<file path="src/rtl/mac3_pkg.sv">
// mac3_stream shared types: fill states and the
// overflow/saturation helper used by the top.
package mac3_pkg;

  localparam int MAX_W = 129;

  typedef enum logic [1:0] {
    EMPTY,
    ONE,
    TWO,
    FULL
  } fill_e;

  typedef struct packed {
    logic [MAX_W-1:0] res;
    logic             ovf;
  } sat_t;

  function automatic sat_t mac3_sat(
    input logic [MAX_W-1:0] s,
    input int               acc_w,
    input bit               saturate
  );
    logic [MAX_W-1:0] mask;
    sat_t             r;
    mask  = (MAX_W'(1) << acc_w) - MAX_W'(1);
    r.ovf = (s & ~mask) != '0;
    r.res = (saturate && r.ovf) ? mask : (s & mask);
    return r;
  endfunction

endpackage

</file>
<file path="src/rtl/mac3_stream_if.sv">
// mac3_stream sample/result bus.
// master drives samples, slave is the unit.
interface mac3_stream_if #(
  parameter int DATA_W = 32,
  parameter int ACC_W  = 32
);
  logic              validi;
  logic [DATA_W-1:0] data_in;
  logic              clr;
  logic              valido;
  logic [ACC_W-1:0]  data_out;
  logic              ovf;

  modport master (
    output validi, data_in, clr,
    input  valido, data_out, ovf
  );

  modport slave (
    input  validi, data_in, clr,
    output valido, data_out, ovf
  );
endinterface

</file>
<file path="src/rtl/mac3_stream_window.sv">
// mac3 fill tracker and two-deep sample history.
// win_full marks a sample that completes a 3-window.
module mac3_window
  import mac3_pkg::*;
#(
  parameter int DATA_W = 32
) (
  input  logic              clk,
  input  logic              rst_n,
  input  logic              validi,
  input  logic              clr,
  input  logic [DATA_W-1:0] data_in,
  output logic              win_full,
  output logic [DATA_W-1:0] w1,
  output logic [DATA_W-1:0] w2
);

  fill_e state, nxt;
  logic  take;

  assign take     = validi && !clr;
  assign win_full = validi &&
                    (state == TWO || state == FULL);

  always_ff @(posedge clk or negedge rst_n) begin
    if (!rst_n) state <= EMPTY;
    else        state <= nxt;
  end

  always_comb begin
    nxt = EMPTY;
    if (take) begin
      unique case (state)
        EMPTY:   nxt = ONE;
        ONE:     nxt = TWO;
        TWO:     nxt = FULL;
        FULL:    nxt = FULL;
        default: nxt = EMPTY;
      endcase
    end
  end

  always_ff @(posedge clk or negedge rst_n) begin
    if (!rst_n) begin
      w1 <= '0;
      w2 <= '0;
    end else if (take) begin
      w2 <= w1;
      w1 <= data_in;
    end
  end

endmodule

</file>
<file path="src/rtl/mac3_stream.sv">
// Streaming a*b+c over three consecutive valid
// samples, with wrap/saturate and overflow flag.
module mac3_stream
  import mac3_pkg::*;
#(
  parameter int DATA_W   = 32,
  parameter int ACC_W    = 32,
  parameter int SATURATE = 0
) (
  input logic         clk,
  input logic         rst_n,
  mac3_stream_if.slave bus
);

  localparam int SW = 2*DATA_W + 1;

  logic              win_full;
  logic [DATA_W-1:0] w1, w2;
  logic [SW-1:0]     sum;
  sat_t              r;
  logic              unused_res;

  logic              valid_q;
  logic              ovf_q;
  logic [ACC_W-1:0]  dout_q;

  mac3_window #(.DATA_W(DATA_W)) u_win (
    .clk      (clk),
    .rst_n    (rst_n),
    .validi   (bus.validi),
    .clr      (bus.clr),
    .data_in  (bus.data_in),
    .win_full (win_full),
    .w1       (w1),
    .w2       (w2)
  );

  assign sum = SW'(w2) * SW'(w1) + SW'(bus.data_in);
  assign r   = mac3_sat(MAX_W'(sum), ACC_W,
                        SATURATE != 0);
  // bits above ACC_W are zero by construction
  assign unused_res = ^r.res;

  always_ff @(posedge clk or negedge rst_n) begin
    if (!rst_n) begin
      valid_q <= 1'b0;
      ovf_q   <= 1'b0;
      dout_q  <= '0;
    end else if (bus.clr) begin
      valid_q <= 1'b0;
      ovf_q   <= 1'b0;
      dout_q  <= '0;
    end else if (win_full) begin
      valid_q <= 1'b1;
      ovf_q   <= r.ovf;
      dout_q  <= r.res[ACC_W-1:0];
    end else begin
      valid_q <= 1'b0;
      ovf_q   <= 1'b0;
    end
  end

  assign bus.valido   = valid_q;
  assign bus.ovf      = ovf_q;
  assign bus.data_out = dout_q;

endmodule

</file>
<file path="src/flat_wrapper.sv">
// flat-port wrapper written by rule: the top's interface ports become plain ports
module mac3_stream_flat import mac3_pkg::*;
#(
  parameter int DATA_W   = 32,
  parameter int ACC_W    = 32,
  parameter int SATURATE = 0
)
  (clk, rst_n, bus_validi, bus_data_in, bus_clr, bus_valido, bus_data_out, bus_ovf);
  mac3_stream_if #(.DATA_W(DATA_W), .ACC_W(ACC_W)) bus_i ();
  input logic clk;
  input logic rst_n;
  input wire logic [$bits(bus_i.validi)-1:0] bus_validi;
  input wire logic [$bits(bus_i.data_in)-1:0] bus_data_in;
  input wire logic [$bits(bus_i.clr)-1:0] bus_clr;
  output wire logic [$bits(bus_i.valido)-1:0] bus_valido;
  output wire logic [$bits(bus_i.data_out)-1:0] bus_data_out;
  output wire logic [$bits(bus_i.ovf)-1:0] bus_ovf;
  assign bus_i.validi = bus_validi;
  assign bus_i.data_in = bus_data_in;
  assign bus_i.clr = bus_clr;
  assign bus_valido = bus_i.valido;
  assign bus_data_out = bus_i.data_out;
  assign bus_ovf = bus_i.ovf;
  mac3_stream #(.DATA_W(DATA_W), .ACC_W(ACC_W), .SATURATE(SATURATE)) u_core (.clk(clk), .rst_n(rst_n), .bus(bus_i));
endmodule
</file>
<file path="config.mk">
export PLATFORM = sky130hd
export DESIGN_NAME = mac3_stream_flat
export DESIGN_NICKNAME = d
export VERILOG_FILES = /design/src/rtl/mac3_pkg.sv /design/src/rtl/mac3_stream_if.sv /design/src/rtl/mac3_stream_window.sv /design/src/rtl/mac3_stream.sv /design/src/flat_wrapper.sv
export SDC_FILE = /design/constraint.sdc
export NUM_CORES = 2
export LEC_CHECK = 0
export BUFFER_PORTS_ARGS = -buffer_cell sky130_fd_sc_hd__buf_4
export CORE_UTILIZATION = 42
export DETAILED_ROUTE_END_ITERATION = 8
export HOLD_SLACK_MARGIN = 0.1
export PLACE_DENSITY_LB_ADDON = 0.05
export SLEW_MARGIN = 20
export SYNTH_ARGS = -nofsm -noshare
export SYNTH_HDL_FRONTEND = slang
export SYNTH_HIERARCHICAL = 1
export SYNTH_SLANG_ARGS = --single-unit
</file>
<file path="constraint.sdc">
create_clock -name clk -period 11.15 [get_ports clk]
set_input_delay 1.115 -clock clk [delete_from_list [all_inputs] [get_ports clk]]
set_output_delay 1.115 -clock clk [all_outputs]
set_load 0.01 [all_outputs]
</file>
### Word level (Yosys, flattened, before mapping)

Cells that the tools add are included.

* $add $sub $neg: 1
* multiply operators: 1
* div/mod/pow operators: 0
* order comparisons: 0
* equal/unequal tests: 3
* shift operators: 0
* multiplexer cells: 8
* bitwise gates (word level): 0
* reductions and logical operators: 8

Operators with widths (number)
* 129-bit nonzero test: 1
* 64-bit by 32-bit adder with 65-bit output: 1
* 32-bit by 32-bit multiplier with 64-bit output: 1
* 32-bit 2-to-1 mux: 2
* 2-bit case mux with 3 select lines: 1
* 2-bit equality test (second input constant): 2
* 1-bit 2-to-1 mux: 4
* 2-bit by 1-bit equality test with 1-bit output (second input constant): 1
* 1-bit logical AND: 2
* 2-bit logical NOT: 1
* 2-bit 2-to-1 mux: 1
* 2-bit nonzero test: 1
* 2-bit OR reduction: 1
* 1-bit logical NOT: 1
* 1-bit logical OR: 1

* register bits after elaboration: 100
* bits in latches: 0
* RAM bits: 0
* bits in read-only memories: 0
* output and inout port bits: 34
* logic and storage cells: 27
* memories kept: 0

### Longest topological paths before layout

* word-level depth: 5
* mapped depth: 30
* gate-level depth less buffers: 29

### By module

The synthesis kept the hierarchy.

Modules (own cells, without submodules)
* mac3_stream: times used 1, cells each 3890, area an instance 35851.9 um^2
* mac3_window: times used 1, cells each 142, area an instance 2668.8 um^2

### Worst setup path before layout

Ideal clock, no wire load.

* kind: input to register
* from: input port bus_data_in[29]
* to: register u_core.ovf_q (netlist: u_core/bus.ovf)
* setup time: 0.143 ns
* arrival: 7.763 ns
* path slack: 3.244 ns
* stages on the path: 24
* buffers on the path: 0
* path through: inv_1 > fa_1 > fa_1 > fa_1 > fa_1 > inv_1 > fa_1 > fa_1 > fa_1 > inv_1 > fa_1 > inv_1 > ha_1 > a21oi_1 > o21ai_2 > a32oi_1 > o221ai_1 > nor4_1 > nand4_1 > or4_1 > nor4_1 > nand4_1 > nor4_1 > a41oi_1

* longest elaborated chain between the ends: 4

Ends and longest elaborated chain
* start, declared: RTL line flat_wrapper.sv:13 `input wire logic [$bits(bus_i.data_in)-1:0] bus_data_in;`
* 64-bit by 32-bit adder with 65-bit output: RTL line mac3_stream.sv:38 `assign sum = SW'(w2) * SW'(w1) + SW'(bus.data_in);`
* 129-bit nonzero test: RTL line mac3_pkg.sv:27 `r.ovf = (s & ~mask) != '0;`
* 1-bit 2-to-1 mux: RTL line mac3_stream.sv:53 `end else if (win_full) begin`
* 1-bit 2-to-1 mux: RTL line mac3_stream.sv:49 `end else if (bus.clr) begin`
* end signal, assigned: RTL line mac3_stream.sv:55 `ovf_q <= r.ovf;`
* end, declared: RTL line mac3_stream.sv:24 `logic ovf_q;`

No other way between the ends.
A chain may end at the register's enable or synchronous reset.

### Worst setup path in the final report

* from: register u_core.u_win.w2[18]
* to: register u_core.ovf_q (netlist: u_core/bus.ovf)

* longest elaborated chain between the ends: 5

Ends and longest elaborated chain
* start, declared: RTL line mac3_stream_window.sv:15 `output logic [DATA_W-1:0] w2`
* start signal, assigned: RTL line mac3_stream_window.sv:48 `w2 <= w1;`
* 32-bit by 32-bit multiplier with 64-bit output: RTL line mac3_stream.sv:38
* 64-bit by 32-bit adder with 65-bit output: RTL line mac3_stream.sv:38
* 129-bit nonzero test: RTL line mac3_pkg.sv:27
* 1-bit 2-to-1 mux: RTL line mac3_stream.sv:53
* 1-bit 2-to-1 mux: RTL line mac3_stream.sv:49

No other way between the ends.

==> flow_metrics.py <==
metrics = {
    "floorplan": {
        "die_h_um": 305,
        "fp-row-count": 110,
        "dieArea_um2": 92900,
        "pin_count": 70,
        "coreArea_um2": 90400,
        "start_util_pct": 42.6,
        "die_w_um": 305,
    },
    "critical_path": {
        "required_ps": 11430,
        "crit_path_end_kind": "flop",
        "arrival_ps": 9490,
        "path_buf_inv": 7,
        "worst-path-max-fanout": 24,
        "cpPeakStageDelay_ps": 740,
        "critPathKind": "flop to flop",
        "startpoint_type": "flop",
        "cp_common_cell": "fa_1",
        "crit_slowest_cell": "dfrtp_1",
        "critical_path.top_delay_family": "adder cells",
    },
    "finish": {
        "final_common_cell": "fa_1",
        "most-common-layout-cells": "fa_1 (929), inv_1 (798), and2_1 (612)",
        "drive_gt1_share_pct": 6.77,
        "stdcell_area_um2": 40400,
        "nets": 5187,
        "area_growth_pct": 4.79,
    },
    "sta": {
        "fin_tns_setup_ps": 0,
        "clock.fmax_mhz": 109,
        "final-max-slew-violation-count": 0,
        "setup_viol": 0,
        "hold_slack_ps": 443,
        "finClkSkew_ps": 22.7,
        "tightest_slew_ps": 1170,
        "min_period_over_period_pct": 82.6,
        "fin_crit_ps": 9210,
        "hold_violations": 0,
        "slew_headroom_pct": 22.3,
        "rsz0062_at_grt": "no",
    },
    "min_path": {
        "hold_class": "flop to flop",
    },
    "clock_tree": {
        "clockBufferDepth": 2,
        "cts_tree": "built",
        "ctsHtreeMaxLevel": 3,
        "cts_setup_buffers": 0,
        "cts_resized": 0,
        "cts_sinks": 100,
        "clk_pin_slew_ps": 100,
        "clockRootBuffer": "clkbuf_16",
        "cts_hold_buf": 0,
        "clock_latency_ps": 410,
        "cts_buffers": 9,
    },
    "synthesis": {
        "synthDistinctLibCells": 82,
        "ys_seq_area_share_pct": 6.50,
        "synth_edf_count": 0,
        "yosys_warnings": 6,
        "synth-seq-cells": 100,
        "syn_area_um2": 38500,
        "async_reset_ff_share_pct": 100,
        "synth_flop_cell": "dfrtp_1",
        "synth_fp_nets": 5266,
        "syn_avg_cell_area_um2": 9.55,
        "synth_cells": 4032,
    },
    "route": {
        "drt_first_pass_iters": 5,
        "vias_per_cell": 5.16,
        "wire_per_inst_um": 23.0,
        "vias": 26490,
        "ant_nets": 0,
        "drt-initial-drc-count": 1483,
        "wl_um": 118000,
        "drc": 0,
    },
    "flow_run": {
        "maxCapViolations": 0,
    },
    "grt": {
        "grt_max_degree": 60,
        "grt_pass1_vias": 29503,
        "gr-total-overflow": 0,
        "antenna_found_initial": 4,
        "grt_use_total_pct": 26.9,
        "grt_pass1_wl_um": 188000,
    },
    "placement": {
        "place_congestion": 0.911,
        "dp_hpwl_um": 97400,
        "io_buffer_count": 69,
        "placed_area_um2": 40100,
    },
    "outcome": {
        "status": "completed",
    },
}
synth_stat cells, drive strengths merged, types with 4 or more instances:
| cell type | n | area share, % |
|---|---|---|
| xor2 | 22 | 0.50 |
| and3 | 8 | 0.13 |
| nand2 | 496 | 4.8 |
| inv | 798 | 7.8 |
| dfrtp | 100 | 6.5 |
| o21a | 12 | 0.24 |
| nor2 | 82 | 0.81 |
| mux2 | 65 | 2.3 |
| nor4 | 5 | 0.081 |
| xnor2 | 27 | 0.61 |
| buf | 19 | 0.56 |
| o21ai | 57 | 0.77 |
| a2111oi | 4 | 0.12 |
| mux2i | 37 | 0.96 |
| nand3 | 17 | 0.22 |
| fa | 929 | 48 |
| nor3 | 19 | 0.31 |
| or2 | 5 | 0.081 |
| a31oi | 6 | 0.097 |
| a211o | 4 | 0.091 |
| ha | 269 | 8.7 |
| a211oi | 8 | 0.16 |
| clkbuf | 216 | 2.2 |
| o21bai | 8 | 0.16 |
| nand2b | 13 | 0.21 |
| and2 | 615 | 10 |
| o211ai | 9 | 0.18 |
| nand4 | 24 | 0.43 |
| a21oi | 89 | 1.2 |
| a21o | 19 | 0.37 |
metal layers:
layer / up-vias / wire [µm] / track usage [%]
met5: - / 0 / 0
met4: 0 / 1530 / 3.99
met3: 63 / 7040 / 5.01
met2: 646 / 51100 / 40.2
met1: 13975 / 58300 / 41.0
li1: 11806 / - / -
path summary, 6_finish.rpt:
path,depth (start not counted),from,slack [ps],endpoint
max,28,u_core/u_win/w2[18]$_DFFE_PN0P_,1940,u_core/bus.ovf$_DFF_PN0_
min reg2reg,1,u_core/u_win/state[0]$_DFF_PN0_,440,u_core/u_win/state[0]$_DFF_PN0_
min in group asynchronous,1,rst_n,720,u_core/bus.data_out[0]$_DFFE_PN0P_
max reg2reg,28,u_core/u_win/w2[18]$_DFFE_PN0P_,1940,u_core/bus.ovf$_DFF_PN0_
max in group asynchronous,2,rst_n,8980,u_core/u_win/w2[4]$_DFFE_PN0P_
min,1,u_core/u_win/state[0]$_DFF_PN0_,440,u_core/u_win/state[0]$_DFF_PN0_
registers in the layout, indices dropped and copies added (netlist names):
name	cells
u_core/bus.ovf	1
u_core/bus.valido	1
u_core/bus.data_out	32
u_core/u_win/w2	32
u_core/u_win/w1	32
u_core/u_win/state	2
through the flow:
step	instances	util, %	setup WS [ps]
after detailed placement	5118	44.3	2100
after CTS	5134	44.6	1980
after global routing	5135	44.6	1610
final	5138	44.6	1940
after global placement	5118	44.3	2080
after floorplan	4032	-	3240
cell type report:
class	instances	area [µm²]
fillers	8863	50100
multi-input cells	2898	32000
inverters	798	3000
flip-flops and latches	100	2510
well taps	1176	1470
repair buffers	146	1110
clock buffers	9	225
clock inverters	7	80.1
diodes	4	10.0
logic make-up after synthesis:
group | count (synthesis) | share of synthesized area [%]
flip-flops | 100 | 6.50
buffers and inverters | 1034 | 10.5
multiplexers | 102 | 3.23
AND/OR/NAND/NOR | 1298 | 17.4
AO/OA/AOI/OAI | 251 | 4.18
XOR/XNOR | 49 | 1.11
adder cells (fa/ha/maj) | 1198 | 57.0
Power is left out: the tool's default activity adds up to more than one toggle a clock period on the data nets, which glitch-free logic cannot reach.
